**config.mk**
```make
export PLATFORM = sky130hd
export DESIGN_NAME = link_frame_scheduler_flat
export DESIGN_NICKNAME = d
export VERILOG_FILES = /design/src/rtl/link_frame_if.sv /design/src/rtl/link_frame_scheduler.sv /design/src/flat_wrapper.sv
export SDC_FILE = /design/constraint.sdc
export NUM_CORES = 1
export LEC_CHECK = 0
export BUFFER_PORTS_ARGS = -buffer_cell sky130_fd_sc_hd__buf_2
export CORE_ASPECT_RATIO = 0.8
export CORE_MARGIN = 5
export CORE_UTILIZATION = 45
export CTS_CLUSTER_SIZE = 10
export DETAILED_ROUTE_END_ITERATION = 8
export GPL_TIMING_DRIVEN = 0
export PLACE_DENSITY = 0.69
export RECOVER_POWER = 25
export SYNTH_ARGS = -nofsm -noshare
export SYNTH_HDL_FRONTEND = slang
export SYNTH_SLANG_ARGS = --single-unit
```
**constraint.sdc**
```tcl
create_clock -name clk_sys -period 3.6 [get_ports clk_sys]
set_clock_uncertainty 0.15 [all_clocks]
set_input_delay 0.18 -clock clk_sys [delete_from_list [all_inputs] [get_ports clk_sys]]
set_output_delay 0.18 -clock clk_sys [all_outputs]
set_load 0.02 [all_outputs]
```
**src/rtl/link_frame_if.sv**
```systemverilog
// Bundle of the two frame-source handshakes, the serial transmit handshake and
// the scheduler status outputs shared between link_frame_scheduler and its neighbours.
interface link_frame_if;
    logic [55:0] s0_frame;
    logic        s0_valid;
    logic        s0_ready;
    logic [55:0] s1_frame;
    logic        s1_valid;
    logic        s1_ready;
    logic        tx_bit;
    logic        tx_bit_valid;
    logic        tx_bit_ready;
    logic [1:0]  grant_id;
    logic [15:0] frames_sent;

    modport master (
        output s0_frame, s0_valid, s1_frame, s1_valid, tx_bit_ready,
        input  s0_ready, s1_ready, tx_bit, tx_bit_valid, grant_id, frames_sent
    );

    modport slave (
        input  s0_frame, s0_valid, s1_frame, s1_valid, tx_bit_ready,
        output s0_ready, s1_ready, tx_bit, tx_bit_valid, grant_id, frames_sent
    );
endinterface

```
**src/rtl/link_frame_scheduler.sv**
```systemverilog
// Frame-boundary arbiter between data (s0) and control (s1) sources with anti-starvation,
// MSB-first serializer; keepalive insertion on idle is built only with LINK_KEEPALIVE_EN.
module link_frame_scheduler #(
    parameter int unsigned MAX_STARVE      = 4,
    parameter logic [15:0] IDLE_TIMEOUT    = 16'd1000,
    parameter logic [55:0] KEEPALIVE_FRAME = 56'hAA_FF_00000000_00
) (
    input  logic         clk_sys,
    input  logic         rst_n,
    link_frame_if.slave  lnk
);
    localparam logic [0:0] ST_IDLE    = 1'b0;
    localparam logic [0:0] ST_SEND    = 1'b1;
    localparam logic [1:0] GID_S0     = 2'd0;
    localparam logic [1:0] GID_S1     = 2'd1;
    localparam logic [1:0] GID_KA     = 2'd2;
    localparam logic [1:0] GID_NONE   = 2'd3;
    localparam logic [7:0] STARVE_LIM = 8'(MAX_STARVE);

    logic [0:0]  state_r;
    logic [55:0] shift_r;
    logic [5:0]  bit_idx_r;
    logic [1:0]  grant_id_r;
    logic        tx_bit_valid_r;
    logic [15:0] frames_sent_r;
    logic [7:0]  starve_cnt_r;
    logic        ka_due_s;
    logic        pick_s0_s;
    logic        pick_s1_s;
    logic        pick_ka_s;
    logic        pick_any_s;
    logic [55:0] pick_frame_s;
    logic [1:0]  pick_gid_s;

`ifdef LINK_KEEPALIVE_EN
    logic [15:0] idle_cnt_r;

    assign ka_due_s = (idle_cnt_r == IDLE_TIMEOUT);

    // Idle counter: counts silent IDLE cycles, cleared by any grant and while sending
    always_ff @(posedge clk_sys or negedge rst_n) begin
        if (!rst_n) begin
            idle_cnt_r <= 16'd0;
        end else if ((state_r == ST_SEND) || pick_any_s) begin
            idle_cnt_r <= 16'd0;
        end else if (!lnk.s0_valid && !lnk.s1_valid) begin
            idle_cnt_r <= idle_cnt_r + 16'd1;
        end
    end
`else
    logic ka_unused_s;
    assign ka_unused_s = ^IDLE_TIMEOUT;
    assign ka_due_s    = 1'b0;
`endif

    // Arbitration: only in IDLE (and out of reset); s1 wins when s0 is absent or s1 is starved
    always_comb begin
        pick_s0_s = 1'b0;
        pick_s1_s = 1'b0;
        pick_ka_s = 1'b0;
        if (rst_n && (state_r == ST_IDLE)) begin
            if (lnk.s1_valid && (!lnk.s0_valid || (starve_cnt_r == STARVE_LIM))) begin
                pick_s1_s = 1'b1;
            end else if (lnk.s0_valid) begin
                pick_s0_s = 1'b1;
            end else begin
                pick_ka_s = ka_due_s;
            end
        end else begin
            pick_s0_s = 1'b0;
            pick_s1_s = 1'b0;
            pick_ka_s = 1'b0;
        end
    end

    // Frame and owner selected by the arbiter
    always_comb begin
        pick_frame_s = KEEPALIVE_FRAME;
        pick_gid_s   = GID_KA;
        if (pick_s1_s) begin
            pick_frame_s = lnk.s1_frame;
            pick_gid_s   = GID_S1;
        end else if (pick_s0_s) begin
            pick_frame_s = lnk.s0_frame;
            pick_gid_s   = GID_S0;
        end else begin
            pick_frame_s = KEEPALIVE_FRAME;
            pick_gid_s   = GID_KA;
        end
    end

    assign pick_any_s = pick_s0_s | pick_s1_s | pick_ka_s;

    // Frame FSM and serializer: load on grant, shift on each encoder handshake
    always_ff @(posedge clk_sys or negedge rst_n) begin
        if (!rst_n) begin
            state_r        <= ST_IDLE;
            shift_r        <= 56'd0;
            bit_idx_r      <= 6'd0;
            grant_id_r     <= GID_NONE;
            tx_bit_valid_r <= 1'b0;
            frames_sent_r  <= 16'd0;
        end else begin
            case (state_r)
                ST_IDLE: begin
                    if (pick_any_s) begin
                        shift_r        <= pick_frame_s;
                        bit_idx_r      <= 6'd0;
                        grant_id_r     <= pick_gid_s;
                        tx_bit_valid_r <= 1'b1;
                        state_r        <= ST_SEND;
                    end
                end
                ST_SEND: begin
                    if (lnk.tx_bit_ready) begin
                        shift_r   <= {shift_r[54:0], 1'b0};
                        bit_idx_r <= bit_idx_r + 6'd1;
                        if (bit_idx_r == 6'd55) begin
                            frames_sent_r  <= frames_sent_r + 16'd1;
                            grant_id_r     <= GID_NONE;
                            tx_bit_valid_r <= 1'b0;
                            state_r        <= ST_IDLE;
                        end
                    end
                end
                default: begin
                    state_r        <= ST_IDLE;
                    grant_id_r     <= GID_NONE;
                    tx_bit_valid_r <= 1'b0;
                end
            endcase
        end
    end

    // Starvation counter: consecutive s0 grants taken while s1 was waiting
    always_ff @(posedge clk_sys or negedge rst_n) begin
        if (!rst_n) begin
            starve_cnt_r <= 8'd0;
        end else if (pick_s1_s) begin
            starve_cnt_r <= 8'd0;
        end else if (pick_s0_s) begin
            if (!lnk.s1_valid) begin
                starve_cnt_r <= 8'd0;
            end else if (starve_cnt_r != STARVE_LIM) begin
                starve_cnt_r <= starve_cnt_r + 8'd1;
            end
        end
    end

    assign lnk.s0_ready     = pick_s0_s;
    assign lnk.s1_ready     = pick_s1_s;
    assign lnk.tx_bit       = shift_r[55];
    assign lnk.tx_bit_valid = tx_bit_valid_r;
    assign lnk.grant_id     = grant_id_r;
    assign lnk.frames_sent  = frames_sent_r;
endmodule

```
**src/flat_wrapper.sv**
```systemverilog
// flat-port wrapper written by rule: the top's interface ports become plain ports
module link_frame_scheduler_flat 
#(
    parameter int unsigned MAX_STARVE      = 4,
    parameter logic [15:0] IDLE_TIMEOUT    = 16'd1000,
    parameter logic [55:0] KEEPALIVE_FRAME = 56'hAA_FF_00000000_00
)
  (clk_sys, rst_n, lnk_s0_frame, lnk_s0_valid, lnk_s1_frame, lnk_s1_valid, lnk_tx_bit_ready, lnk_s0_ready, lnk_s1_ready, lnk_tx_bit, lnk_tx_bit_valid, lnk_grant_id, lnk_frames_sent);
  link_frame_if lnk_i ();
  input  logic clk_sys;
  input  logic rst_n;
  input wire logic [$bits(lnk_i.s0_frame)-1:0] lnk_s0_frame;
  input wire logic [$bits(lnk_i.s0_valid)-1:0] lnk_s0_valid;
  input wire logic [$bits(lnk_i.s1_frame)-1:0] lnk_s1_frame;
  input wire logic [$bits(lnk_i.s1_valid)-1:0] lnk_s1_valid;
  input wire logic [$bits(lnk_i.tx_bit_ready)-1:0] lnk_tx_bit_ready;
  output wire logic [$bits(lnk_i.s0_ready)-1:0] lnk_s0_ready;
  output wire logic [$bits(lnk_i.s1_ready)-1:0] lnk_s1_ready;
  output wire logic [$bits(lnk_i.tx_bit)-1:0] lnk_tx_bit;
  output wire logic [$bits(lnk_i.tx_bit_valid)-1:0] lnk_tx_bit_valid;
  output wire logic [$bits(lnk_i.grant_id)-1:0] lnk_grant_id;
  output wire logic [$bits(lnk_i.frames_sent)-1:0] lnk_frames_sent;
  assign lnk_i.s0_frame = lnk_s0_frame;
  assign lnk_i.s0_valid = lnk_s0_valid;
  assign lnk_i.s1_frame = lnk_s1_frame;
  assign lnk_i.s1_valid = lnk_s1_valid;
  assign lnk_i.tx_bit_ready = lnk_tx_bit_ready;
  assign lnk_s0_ready = lnk_i.s0_ready;
  assign lnk_s1_ready = lnk_i.s1_ready;
  assign lnk_tx_bit = lnk_i.tx_bit;
  assign lnk_tx_bit_valid = lnk_i.tx_bit_valid;
  assign lnk_grant_id = lnk_i.grant_id;
  assign lnk_frames_sent = lnk_i.frames_sent;
  link_frame_scheduler #(.MAX_STARVE(MAX_STARVE), .IDLE_TIMEOUT(IDLE_TIMEOUT), .KEEPALIVE_FRAME(KEEPALIVE_FRAME)) u_core (.clk_sys(clk_sys), .rst_n(rst_n), .lnk(lnk_i));
endmodule
```
==> impl.org, run 1 <==
** Yosys
- In the synthesized netlist the async set-or-reset flop fraction comes to 1.00.
- Counting flops and latches in the post-synthesis netlist gives 90.
- After synthesis the cells add up to 4530 µm².
- During synthesis, Yosys emitted a total of 0 warnings.
- Synthesized netlist cell count :: 473
- For this run, the register share of the synthesized area comes to 0.498.
- Of the total synthesized cell area, the portion taken by AND, OR, NAND and NOR gates is 0.149.
- Post-Synthesis Mean Instance Area :: 9.57 µm²
- Among all flip-flop cells after synthesis, the most frequent one is dfrtp_1.
- Net count after synthesis :: 594
- Portion of netlist area occupied by mux cells :: 0.00719
- Yosys mapped the design onto 41 distinct sky130hd cell types.
- Main combinational cell family by area after synthesis :: compound AO/OA/AOI/OAI gates
- Post-synth EDFFs :: 0
- Of the total synthesized cell area, the portion taken by full adders, half adders and majority gates is 0.0111.
- The commonest cells after synthesis are dfrtp_1, inv_1, a21oi_1, o221ai_1, or3_1.
- Fraction of synthesized cell area taken by the top area cell type :: 0.486
- Yosys instantiated no cell more often than dfrtp_1.
- Leading post-synthesis cells by cell area :: dfrtp_1, o221ai_1, or3_1, inv_1, a21oi_1
- The biggest area contributor in the post-synthesis netlist is dfrtp_1.
- Of the total synthesized cell area, the portion taken by XOR and XNOR cells is 0.0348.
- The fraction of the mapped netlist area in compound gates is 0.211.

** Setup path
- The slowest stage of the critical path is the dlygate4sd3_1 cell.
- Counting stages on the worst path, the most repeated cell is dlygate4sd3_1.
- Cell Chain, Critical Path :: dlygate4sd3_1 > buf_4 > buf_16 > nand2b_1 > o21ai_1 > clkbuf_1 > o21ai_0 > a221o_1 > dlygate4sd3_1
- In this run the register-to-register setup slack is 0.81 ns.
- The critical path starts at rst_n.
- Startpoint type of the worst setup path :: input port
- Number of buffer and inverter stages on the critical path :: 5
- STA classifies the critical path endpoint as a flip-flop.
- Of all nets on the critical path, the largest fanout is 62.
- Capture point of the worst path :: u_core.shift_r[53]$_DFFE_PN0P_
- Start-to-end type of the worst setup path :: input port to flip-flop
- Crit-path leading delay family :: buffers and inverters
- STA puts the critical path data required time at 3.67 ns.
- The worst register-to-register path ends at u_core.shift_r[47]$_DFFE_PN0P_.
- WP data arrival :: 3.40 ns
- Launching point of the worst reg2reg path :: u_core.starve_cnt_r[4]$_DFFE_PN0P_
- Depth of the most critical reg-to-reg path :: 6
- Biggest cell delay along the critical path :: 0.55 ns
- Counting buffers and inverters, the worst setup path is 9 cells deep.

** Detailed routing
- Iteration count of the initial detailed-routing pass :: 6
- In the routed layout, each cell is associated on average with a via count of 5.40.
- In the final routed layout, each cell accounts on average for 16.3 µm.
- The count of nets left with antenna violations once routing finished came out at 0.
- Final wirelength :: 13,500 µm
- For this run, design rule violations remaining after detail routing come to 0.
- After the first detailed-routing iteration, the DRC count stood at 265.
- Vias after detailed routing :: 4,494

** CTS
- The H-tree was split into 3 levels.
- Post-CTS timing repair inserted 0 buffers for setup.
- Clock slew seen by the registers of the worst setup and hold paths :: 0.06 ns
- Longest Clk Path Bufs :: 2
- Gates resized during post-CTS repair numbered 0.
- Hold-fix buffers at CTS :: 70
- Clock sink total :: 90
- Num CTS Buffers :: 9
- TritonCTS built the clock tree.
- The clock reaches the later pin of the worst-skew pair after 0.34 ns.
- Clock tree synthesis selected as its root buffer the cell clkbuf_16.

** Run status
- Result of the run :: finished clean

** Place
- Global placement routability congestion :: 0.799
- Half-perimeter wire length after placement :: 9310 µm
- IO Port Bufs :: 137
- At the placement stage, the worst setup path has a slack of 0.957 ns.

** STA
- Post-layout min period :: 3.33 ns
- Highest clock frequency the design can meet :: 0.300 GHz
- Slew HR :: 0.432
- The tightest hold path in the finished design has a slack of 0.0330 ns.
- Measured slew at the worst slew-check pin :: 0.844 ns
- Of the available clock period, the critical path in the final layout requires 0.925.
- Total negative setup slack :: 0 ns
- Once routing completed, OpenROAD measured the worst setup slack at 0.270 ns.
- Setup violations remaining at the end of the flow were counted as 0.
- Setup repair after global routing left no endpoint under its margin.
- The count of pins over their slew limit was 0.
- Final hold viol count :: 0

** Floorplanning
- Starting density of the core :: 0.465
- Die extent in y :: 99.7 µm
- Area of the die :: 12,200 µm²
- The floorplan has 32 rows.
- In this run the horizontal extent of the chip is 122 µm.
- For this design the top-level I/O count stands at 139.
- Core region area :: 9730 µm²

** Pwr
- P per Cell Area :: 519 nW/µm²
- The share of total power dissipated in combinational logic is 0.272.
- The share of total power dissipated in the clock network is 0.279.
- Internal power consumption :: 2.33 mW
- Power comes to 3.32 mW.
- For this design the static power due to leakage is 3.03 nW.
- Switching component of the power :: 986 µW
- Of the total power, the share spent switching nets is 0.297.
- Worst VDD drop :: 0.299 mV
- The share of total power dissipated in sequential elements is 0.449.

** Final layout
- The area growth from synthesis to layout is 41.3%.
- Area of the multi-input gates :: 1870 µm²
- Registers take 2250 µm².
- At the end of the flow, the number of nets in the layout was 813.
- # diodes :: 0
- Of the cells placed in the final design, the portion with a size suffix greater than 1 is 0.241.
- Filler cell count in the final layout :: 803

** Hold path
- Cells on Worst Hold Path :: 3
- The min-delay analysis places its worst path in the category input port to flip-flop.

** GRT
- Entering global routing, the biggest net connects 63 pins.
- Combined global-route utilization of all metal layers :: 0.227
- Initial antenna violation count :: 0
- The number of global-route vias before repair is 4,539.
- Aggregate global routing overflow :: 0
- Wire length of the first global-routing pass :: 21,900 µm

** Job
- Max-cap violations in this run came to 0.
-- kinds of logic (layout without fill, tap and decap cells) --
group,count (synthesis),count (layout)
and+or+nand+nor,122,122
buffers and inverters,99,322
muxes,3,3
xor gates and xnor gates,18,18
DFF,90,90
AOI/OAI and AO/OA,137,137
adders and majority gates,4,4
-- cell usage in the layout, fill, tap and decap left out, types with 4 or more instances in the layout --
cell	Yosys	layout
inv_1	66	66
clkbuf_1	19	23
a221o_1	13	13
dlygate4sd3_1	0	70
or3_1	42	42
buf_2	8	142
nand4_1	6	6
clkbuf_16	0	9
a21oi_1	47	47
o221ai_1	43	43
ha_1	4	4
xnor2_1	11	11
xor2_1	7	7
nor2_1	13	13
nand2_1	14	14
buf_4	3	4
nand3_1	28	28
o21ai_0	21	21
dfrtp_1	88	88
-- power groups by stage --
| stage | clock network (mW) | logic [mW] | registers [mW] |
|---|---|---|---|
| 6_report | 0.924 | 0.904 | 1.49 |
| 5_1_grt | 0.993 | 1.02 | 1.52 |
| 4_1_cts | 0.946 | 0.899 | 1.48 |
| 3_5_place_dp | 0 | 0.774 | 1.49 |
| 3_3_place_gp | 0 | 0.741 | 1.48 |
| 2_1_floorplan | 0 | 0.535 | 1.46 |
-- worst min path at each step --
| stage | startpoint | endpoint |
|---|---|---|
| 2_1_floorplan | rst_n | u_core.bit_idx_r[0]$_DFFE_PN0P_ |
| 3_3_place_gp | lnk_s1_frame[7] | u_core.shift_r[7]$_DFFE_PN0P_ |
| 3_5_place_dp | rst_n | u_core.lnk.frames_sent[7]$_DFFE_PN0P_ |
| 4_1_cts | lnk_s0_frame[34] | u_core.shift_r[34]$_DFFE_PN0P_ |
| 5_1_grt | lnk_s0_frame[26] | u_core.shift_r[26]$_DFFE_PN0P_ |
| 6_report | lnk_s0_frame[11] | u_core.shift_r[11]$_DFFE_PN0P_ |
-- worst register-to-register path, delay by kind of cell (launching register included) --
kind / cells / cell delay (ns)
buffers and inverters: 3 / 0.84
AO/OA/AOI/OAI: 2 / 0.65
AND/OR/NAND/NOR: 1 / 0.59
flip-flops: 1 / 0.42
-- per-stage QoR --
stage,area (µm²),util,cells
after floorplan,4530,-,473
after global placement,5380,0.553,746
after detailed placement,5410,0.556,747
after CTS,6400,0.658,832
after global routing,6400,0.658,832
final,6400,0.658,832
-- layout make-up --
type / count / area share
Clock buffer: 12 / 0.0385
Multi-Input combinational cell: 284 / 0.293
Clock inverter: 3 / 0.00626
Tap cell: 136 / 0.0266
Timing Repair Buffer: 208 / 0.221
Sequential cell: 90 / 0.352
Buffer: 32 / 0.0233
Inverter: 67 / 0.0393
-- registers in the layout (all words and copies together), names as in the netlist --
| register | count |
|---|---|
| u_core.lnk.frames_sent | 16 |
| u_core.bit_idx_r | 6 |
| u_core.starve_cnt_r | 8 |
| u_core.lnk.tx_bit_valid | 1 |
| u_core.state_r | 1 |
| u_core.shift_r | 56 |
| u_core.lnk.grant_id | 2 |
-- per-layer routing --
layer	GRT usage	vias to the layer above	wire [µm]
li1	-	2146	-
met1	0.302	2139	6070
met2	0.360	173	6240
met3	0.0534	36	851
met4	0.0895	0	375
met5	0	-	0
No activity file was read; power rests on OpenSTA's default activity.
==> run 2: changes to the inputs <==
--- a/config.mk
+++ b/config.mk
@@ -12,7 +12,7 @@
 export CTS_CLUSTER_SIZE = 10
 export DETAILED_ROUTE_END_ITERATION = 8
 export GPL_TIMING_DRIVEN = 0
-export PLACE_DENSITY = 0.69
+export PLACE_DENSITY = 0.84
 export RECOVER_POWER = 25
 export SYNTH_ARGS = -nofsm -noshare
 export SYNTH_HDL_FRONTEND = slang
==> constraint.sdc (replaced) <==
create_clock -name clk_sys -period 2.91 [get_ports clk_sys]
set_clock_uncertainty 0.15 [all_clocks]
set_input_delay 0.1455 -clock clk_sys [delete_from_list [all_inputs] [get_ports clk_sys]]
set_output_delay 0.1455 -clock clk_sys [all_outputs]
set_load 0.02 [all_outputs]
==> run 2 against run 1 <==
  * Global-route usage rose by 0.35 points
  * Highest routed layer unchanged
  * Final cell count rose by 0.72%
  * Via count fell by 0.71%
  * Critical path type is now flip-flop to flip-flop
  * Non-clock buffer count rose by 5
  * First-iteration DRC count rose by 13%
  * Setup slack got worse by 0.15 ns
  * Design area rose by 1.5%
  * Critical path depth fell by 1
  * The flow now finishes with violations (capacitance limit, slew limit)
  * Routed wire length rose by 2.4%
  * Core utilization rose by 1.0 points
==> impl.org, run 2 (same netlist as run 1, synthesis figures left out) <==
** STA
- RSZ-0062 raised after global routing :: no (unchanged)
- Final setup slack of the worst path :: 0.119 ns (was 0.270 ns)
- Total of endpoints with negative setup slack in the final report :: 0 (unchanged)
- Slew HR :: -0.235 (was 0.432)
- The worst hold slack was 0.0145 ns (was 0.0330 ns).
- The count of pins over their slew limit came to 42 (was 0).
- Total negative setup slack :: 0 ns (unchanged)
- Share of the clock period used by the worst path :: 0.959
- Final hold viol count :: 0 (unchanged)
- Post-layout min period :: 2.79 ns
- The actual transition at the worst max-transition pin was 1.85 ns (was 0.844 ns).
- Based on the critical path, the design can be clocked at up to 0.358 GHz.

** Floorplanning
- Die X-Extent :: 122 µm (unchanged)
- Die extent in y :: 99.7 µm (unchanged)
- The effective utilization at floorplan came to 0.465 (unchanged).
- Core region area :: 9730 µm² (unchanged)
- Number of placement rows :: 32 (unchanged)
- Area of the die :: 12,200 µm² (unchanged)
- The number of I/O pins came to 139 (unchanged).

** CTS
- Longest Clk Path Bufs :: 2 (unchanged)
- Num CTS Buffers :: 9 (unchanged)
- The clock tree from TritonCTS is yes (unchanged).
- Clock sink total :: 90 (unchanged)
- Clock slew seen by the registers of the worst setup and hold paths :: 0.06 ns (about the same)
- The H-tree level count came to 3 (unchanged).
- Clock insertion delay at the later pin of the skew report :: 0.34 ns (about the same)
- The post-CTS repair timing setup buffer count came to 0 (unchanged).
- The clock root buffer is clkbuf_16 (unchanged).

** Setup path
- The maximum net fanout on the critical path is 10 (was 62).
- Critical-path cell with the highest stage delay :: or4_4 (was dlygate4sd3_1)
- The category of the worst setup path capture point was a flip-flop (unchanged).
- The most numerous cell on the critical path is buf_4 (was dlygate4sd3_1).
- Cell Chain, Critical Path: or4_4 > o22ai_1 > and2_1 > clkbuf_1 > buf_4 > buf_4 > a21oi_1 > dlygate4sd3_1 (was dlygate4sd3_1 > buf_4 > buf_16 > nand2b_1 > o21ai_1 > clkbuf_1 > o21ai_0 > a221o_1 > dlygate4sd3_1).
- Start-to-end type of the worst setup path :: flip-flop to flip-flop (was input port to flip-flop)
- Crit-path leading delay family :: buffers and inverters (unchanged)
- The worst endpoint data arrival time came to 2.85 ns (was 3.40 ns).
- The count of buffer and inverter cells on the critical path was 4 (was 5).
- The worst stage delay on the critical path was 0.59 ns (was 0.55 ns).
- Data required time at the worst endpoint :: 2.97 ns (was 3.67 ns)
- The critical path launch point type was a flip-flop (was input port).

** Final layout
- Most frequent standard cell in the layout excluding fill and tap cells :: buf_2 (unchanged)
- The flip-flop count of the largest register after layout came to 56 (unchanged).
- The register name with the most flops was u_core.shift_r (unchanged).
- Commonest cells after routing, fill and taps aside :: buf_2, dfrtp_1, dlygate4sd3_1, inv_1, a21oi_1 (unchanged)
- P&R area growth vs syn :: 43.5% (was 41.3%)
- The fraction of layout cells with a size suffix above 1 was 0.245 (was 0.241).
- Final cell count without fillers :: 838 (was 832)
- The layout net count was 818 (was 813).
- The antenna cell count was 0 (unchanged).
- The final core utilization came to 0.668 (was 0.658).

** Run status
- Result of the run :: finished with violations (was finished clean)
- Failing checks :: capacitance limit, slew limit

** Place
- Half-perimeter wire length after placement :: 9490 µm (was 9310 µm)
- IO Port Bufs :: 137 (unchanged)
- Global placement routability congestion :: 0.840 (was 0.799)
- The number of placed instances with taps included came to 747 (unchanged).
- Place WS :: 0.117 ns (was 0.957 ns)

** Pwr
- The standby leakage power is 3.06 nW (was 3.03 nW).
- P per Cell Area :: 645 nW/µm² (was 519 nW/µm²)
- Worst VDD drop :: 0.503 mV (was 0.299 mV)

** Detailed routing
- The total wirelength of the detailed-routed design is 13,900 µm (was 13,500 µm).
- The number of DRC markers in iteration 0 is 300 (was 265).
- Vias after detailed routing :: 4,462 (was 4,494)
- The number of vias per cell came to 5.32 (was 5.40).
- Iteration count of the initial detailed-routing pass :: 4 (was 6)
- Detail Route Antenna Nets :: 0 (unchanged)
- DRC violations left :: 0 (unchanged)
- The detailed-route wire length per cell is 16.5 µm (was 16.3 µm).

** GRT
- Wire length of the first global-routing pass :: 22,000 µm (was 21,900 µm)
- Pin count of the biggest net entering global routing :: 52 (was 63)
- The total routing usage reported by global routing came to 0.231 (was 0.227).
- Vias in the first global route :: 4,584 (was 4,539)
- Initial antenna violation count :: 0 (unchanged)
- The sum of overflow across all layers after global routing came to 0 (unchanged).

** Hold path
- Hold/Removal Path Class :: input port to flip-flop (unchanged)

** Job
- Count of maximum capacitance violations :: 1 (was 0)
run 2: changes by cell type in the layout (fill, tap and decap cells not counted), sizes merged:
cell	delta
dlygate4sd3	+4
dlymetal6s4s	+1
buf	+2
bufinv	+1
clkinv	-2
run 2: per-stage QoR:
step / total power [mW] / instance area (µm²)
final: 4.19 / 6500
after detailed placement: 2.82 / 5410
after global routing: 4.44 / 6500
after CTS: 4.20 / 6500
after floorplan: 2.47 / 4530
after global placement: 2.74 / 5380
run 2: report_power, final:
group | internal, mW | switching [mW] | total, mW
sequential | 1.62 | 0.221 | 1.84
clock | 0.801 | 0.461 | 1.26
combinational | 0.541 | 0.547 | 1.09
total | 2.96 | 1.23 | 4.19
run 2: worst paths after layout:
path	startpoint	end	slack [ns]	cells after the start
worst max register to register	u_core.starve_cnt_r[4]$_DFFE_PN0P_	u_core.shift_r[19]$_DFFE_PN0P_	0.12	8
worst min register to register	u_core.lnk.frames_sent[15]$_DFFE_PN0P_	u_core.lnk.frames_sent[15]$_DFFE_PN0P_	0.33	1
min in group asynchronous	rst_n	u_core.lnk.frames_sent[8]$_DFFE_PN0P_	0.19	3
worst max-delay path	u_core.starve_cnt_r[4]$_DFFE_PN0P_	u_core.shift_r[19]$_DFFE_PN0P_	0.12	8
worst min-delay path	lnk_s0_frame[17]	u_core.shift_r[17]$_DFFE_PN0P_	0.01	3
max in group asynchronous	rst_n	u_core.shift_r[13]$_DFFE_PN0P_	0.59	3
run 2: cell type report:
cell class	count	area, µm²
sequential	90	2250
buffer	32	149
inverter	67	251
tap	136	170
clock buffer	14	264
clock inverter	2	60.1
multi-input combinational	284	1880
timing repair buffer	213	1470
fill	767	3230
run 2: layer usage:
metal | track usage | wire (µm)
met5 | 0 | 0
met3 | 0.0534 | 886
met1 | 0.291 | 5860
met2 | 0.394 | 6890
met4 | 0.0714 | 224
run 2: timing repair:
item                                   in CTS  in global routing
setup endpoints to repair                   0                  5
endpoints found under the hold margin      97                  0
resized for setup                           0                  2
hold buffers                               75                  0
run 2: worst reg2reg max path, cell delays in order (launching register included):
cell and delay (ns):
dfrtp_1 0.42, or4_4 0.59, o22ai_1 0.13, and2_1 0.15, clkbuf_1 0.16, buf_4 0.22
buf_4 0.20, a21oi_1 0.08, dlygate4sd3_1 0.57
==> run 3: changes to the inputs <==
--- a/config.mk
+++ b/config.mk
@@ -8,11 +8,11 @@
 export BUFFER_PORTS_ARGS = -buffer_cell sky130_fd_sc_hd__buf_2
 export CORE_ASPECT_RATIO = 0.8
 export CORE_MARGIN = 5
-export CORE_UTILIZATION = 45
+export CORE_UTILIZATION = 47
 export CTS_CLUSTER_SIZE = 10
 export DETAILED_ROUTE_END_ITERATION = 8
 export GPL_TIMING_DRIVEN = 0
-export PLACE_DENSITY = 0.84
+export PLACE_DENSITY = 0.87
 export RECOVER_POWER = 25
 export SYNTH_ARGS = -nofsm -noshare
 export SYNTH_HDL_FRONTEND = slang
==> run 3 against run 2 <==
  * The flow now finishes without violations
  * Final cell count shrank 2.1%
  * Core utilization rose by 0.76 points
  * Worst hold slack got worse by 0.013 ns
  * First-iteration DRC count decreased by 11%
  * Register-to-register slack improved by 0.02 ns
  * Design area is 0.94% lower
  * Highest routed layer unchanged
  * Die area is 3.9% lower
  * Combinational power hardly changed
  * Sequential power about the same
  * Largest cell class unchanged
  * Clock power about the same
==> impl.org, run 3 (same netlist as run 1, synthesis figures left out) <==
** Floorplanning
- The die outline area was 11,700 µm² (was 12,200 µm²).
- Number of placement rows :: 32 (unchanged)
- Die extent in y :: 97.8 µm (was 99.7 µm)
- The floorplan die width was 120 µm (was 122 µm).
- Starting density of the core :: 0.475 (was 0.465)
- The area of the placeable core is 9530 µm² (was 9730 µm²).
- # IOs :: 139 (unchanged)

** Setup path
- Cell Chain, Critical Path :: or4_4 > o22ai_1 > and2_1 > clkbuf_1 > buf_4 > buf_4 > a21oi_1 > dlygate4sd3_1 (unchanged)
- The worst stage delay on the critical path is 0.59 ns (about the same).
- Start-to-end type of the worst setup path :: flip-flop to flip-flop (unchanged)
- The critical path data required time came to 2.99 ns (was 2.97 ns).
- WP data arrival :: 2.85 ns (about the same)
- The critical-path cell with the highest stage delay is or4_4 (unchanged).
- The logic depth of the worst register-to-register path is 8 (unchanged).
- Worst-path maximum fanout :: 10 (unchanged)
- R2R setup slack :: 0.14 ns (was 0.12 ns)
- Launching point of the worst reg2reg path :: u_core.starve_cnt_r[4]$_DFFE_PN0P_ (unchanged)
- The end of the worst register-to-register path is u_core.shift_r[21]$_DFFE_PN0P_ (was u_core.shift_r[19]$_DFFE_PN0P_).
- The category of the worst setup path capture point is a flip-flop (unchanged).
- First element of the critical path :: u_core.starve_cnt_r[4]$_DFFE_PN0P_ (unchanged)
- The most numerous cell on the critical path was buf_4 (unchanged).
- The critical path launch point type is a flip-flop (unchanged).
- Capture point of the worst path :: u_core.shift_r[21]$_DFFE_PN0P_ (was u_core.shift_r[19]$_DFFE_PN0P_)

** CTS
- The clock net sink count was 90 (unchanged).
- The source-to-sink clock delay at the later pin of the worst-skew pair was 0.34 ns (about the same).
- The H-tree level count came to 3 (unchanged).
- Post-CTS repair timing setup buffer count :: 0 (unchanged)
- TritonCTS clock tree :: yes (unchanged)
- The clock buffer count from CTS is 9 (unchanged).
- Clock root buffer :: clkbuf_16 (unchanged)
- Longest Clk Path Bufs :: 2 (unchanged)
- The CTS clock-pin slew for the worst setup and hold paths is 0.06 ns (about the same).

** Detailed routing
- Detail Route Antenna Nets :: 0 (unchanged)
- Iteration count of the initial detailed-routing pass :: 5 (was 4)
- The highest metal layer with signal wires is met4 (unchanged).
- The via total after detailed routing is 4,512 (was 4,462).
- The number of DRC markers in iteration 0 was 266 (was 300).
- The detailed-route wire length per cell was 16.7 µm (was 16.5 µm).
- The routed length on met2 came to 6570 µm (was 6890 µm).
- The met1 routed wirelength after detailed routing is 5730 µm (was 5860 µm).
- The wire length on met3 was 1020 µm (was 886 µm).
- Final wirelength :: 13,700 µm (was 13,900 µm)
- The number of vias per cell came to 5.50 (was 5.32).
- DRC violations left :: 0 (unchanged)

** Final layout
- The antenna cell count was 0 (unchanged).
- Most flop-heavy register :: u_core.shift_r (unchanged)
- Final-stage net count :: 817 (was 818)
- Max reg flops :: 56 (unchanged)
- Commonest cells after routing, fill and taps aside :: buf_2, dfrtp_1, dlygate4sd3_1, inv_1, a21oi_1 (unchanged)
- The signed area change from the synthesized netlist to the final layout is 42.2% (was 43.5%).
- The final core utilization was 0.675 (was 0.668).
- The fraction of layout cells with a size suffix above 1 is 0.245 (about the same).
- The most common library cell in the layout ignoring fill and taps is buf_2 (unchanged).

** GRT
- Combined global-route utilization of all metal layers :: 0.233 (was 0.231)
- The pin count of the biggest net entering global routing is 56 (was 52).
- Vias in the first global route :: 4,715 (was 4,584)
- Aggregate global routing overflow :: 0 (unchanged)
- The global-route wire length before repair was 22,100 µm (was 22,000 µm).
- The initial antenna violation count was 0 (unchanged).

** Hold path
- Cells on Worst Hold Path :: 3 (unchanged)
- Hold/Removal Path Class :: input port to flip-flop (unchanged)

** STA
- The hold violation total from the final report is 0 (unchanged).
- The highest clock rate was 0.360 GHz (was 0.358 GHz).
- The worst hold slack was 0.00130 ns (was 0.0145 ns).
- Post-layout min period :: 2.77 ns (was 2.79 ns)
- RSZ-0062 raised after global routing :: no (unchanged)
- Max-slew violation total from the final report :: 0 (was 42)
- The actual transition at the worst max-transition pin came to 1.32 ns (was 1.85 ns).
- The total of endpoints with negative setup slack in the final report is 0 (unchanged).
- The final critical-path share of the clock period is 0.954 (was 0.959).
- Slew HR :: 0.120 (was -0.235)

** Pwr
- Worst VDD drop :: 0.316 mV (was 0.503 mV)
- P per Cell Area :: 649 nW/µm² (was 645 nW/µm²)
- Static Leak :: 3.04 nW (was 3.06 nW)

** Run status
- Result of the run :: finished clean (was finished with violations)

** Job
- Count of maximum capacitance violations :: 0 (was 1)

** Place
- Global placement routability congestion :: 0.918 (was 0.840)
- IO Port Bufs :: 137 (unchanged)
- Half-perimeter wire length after placement :: 9320 µm (was 9490 µm)
run 3: metrics by stage:
step / area, µm² / TNS (ns) / total power [mW] / instances / worst slack (ns)
final: 6430 / 0 / 4.18 / 820 / 0.135
after floorplan: 4530 / 0 / 2.47 / 473 / 0.880
after CTS: 6450 / 0 / 4.17 / 820 / 0.0209
after global placement: 5360 / -29.15 / 2.74 / 729 / -0.628
after global routing: 6430 / 0 / 4.41 / 820 / 0.0403
after detailed placement: 5390 / 0 / 2.82 / 730 / 0.396
run 3: power by group:
group | internal [mW] | switching [mW]
Combinational | 0.519 | 0.539
Clock | 0.761 | 0.498
Sequential | 1.62 | 0.242
run 3: worst min-delay path by stage:
stage          slack, ns        startpoint                                 end
6_report           0.001  lnk_s0_frame[52]      u_core.shift_r[52]$_DFFE_PN0P_
5_1_grt             0.01  lnk_s0_frame[54]      u_core.shift_r[54]$_DFFE_PN0P_
4_1_cts          0.00002  lnk_s0_frame[52]      u_core.shift_r[52]$_DFFE_PN0P_
3_5_place_dp       0.009             rst_n  u_core.starve_cnt_r[4]$_DFFE_PN0P_
3_3_place_gp        0.22  lnk_s1_frame[21]      u_core.shift_r[21]$_DFFE_PN0P_
2_1_floorplan      -0.30             rst_n     u_core.bit_idx_r[0]$_DFFE_PN0P_
run 3: area by class of cell:
type                       count  area (µm²)
buffer                        32         150
clock buffer                  11         233
clock inverter                 5        87.6
fill                         738        3090
inverter                      67         251
multi-input combinational    284        1870
sequential                    90        2250
tap                          119         149
timing repair buffer         212        1440
run 3: repair_timing:
| action | in CTS | in global routing |
|---|---|---|
| hold endpoints to repair | 91 | 0 |
| hold buffers | 74 | 0 |
| gates resized for setup | 0 | 3 |
| setup endpoints to repair | 0 | 1 |
run 3: per-layer routing:
layer  vias up  global-route usage
met4         0              0.0854
met1      2116               0.292
li1       2156                   -
met5         -                   0
met3        37              0.0550
met2       203               0.394
run 3: critical path: cells and delay by family, from the launching register on:
family / cells / cell delay [ns]
AOI/OAI and AO/OA: 2 / 0.24
buffers and inverters: 4 / 1.09
and+or+nand+nor: 2 / 0.74
DFF: 1 / 0.43
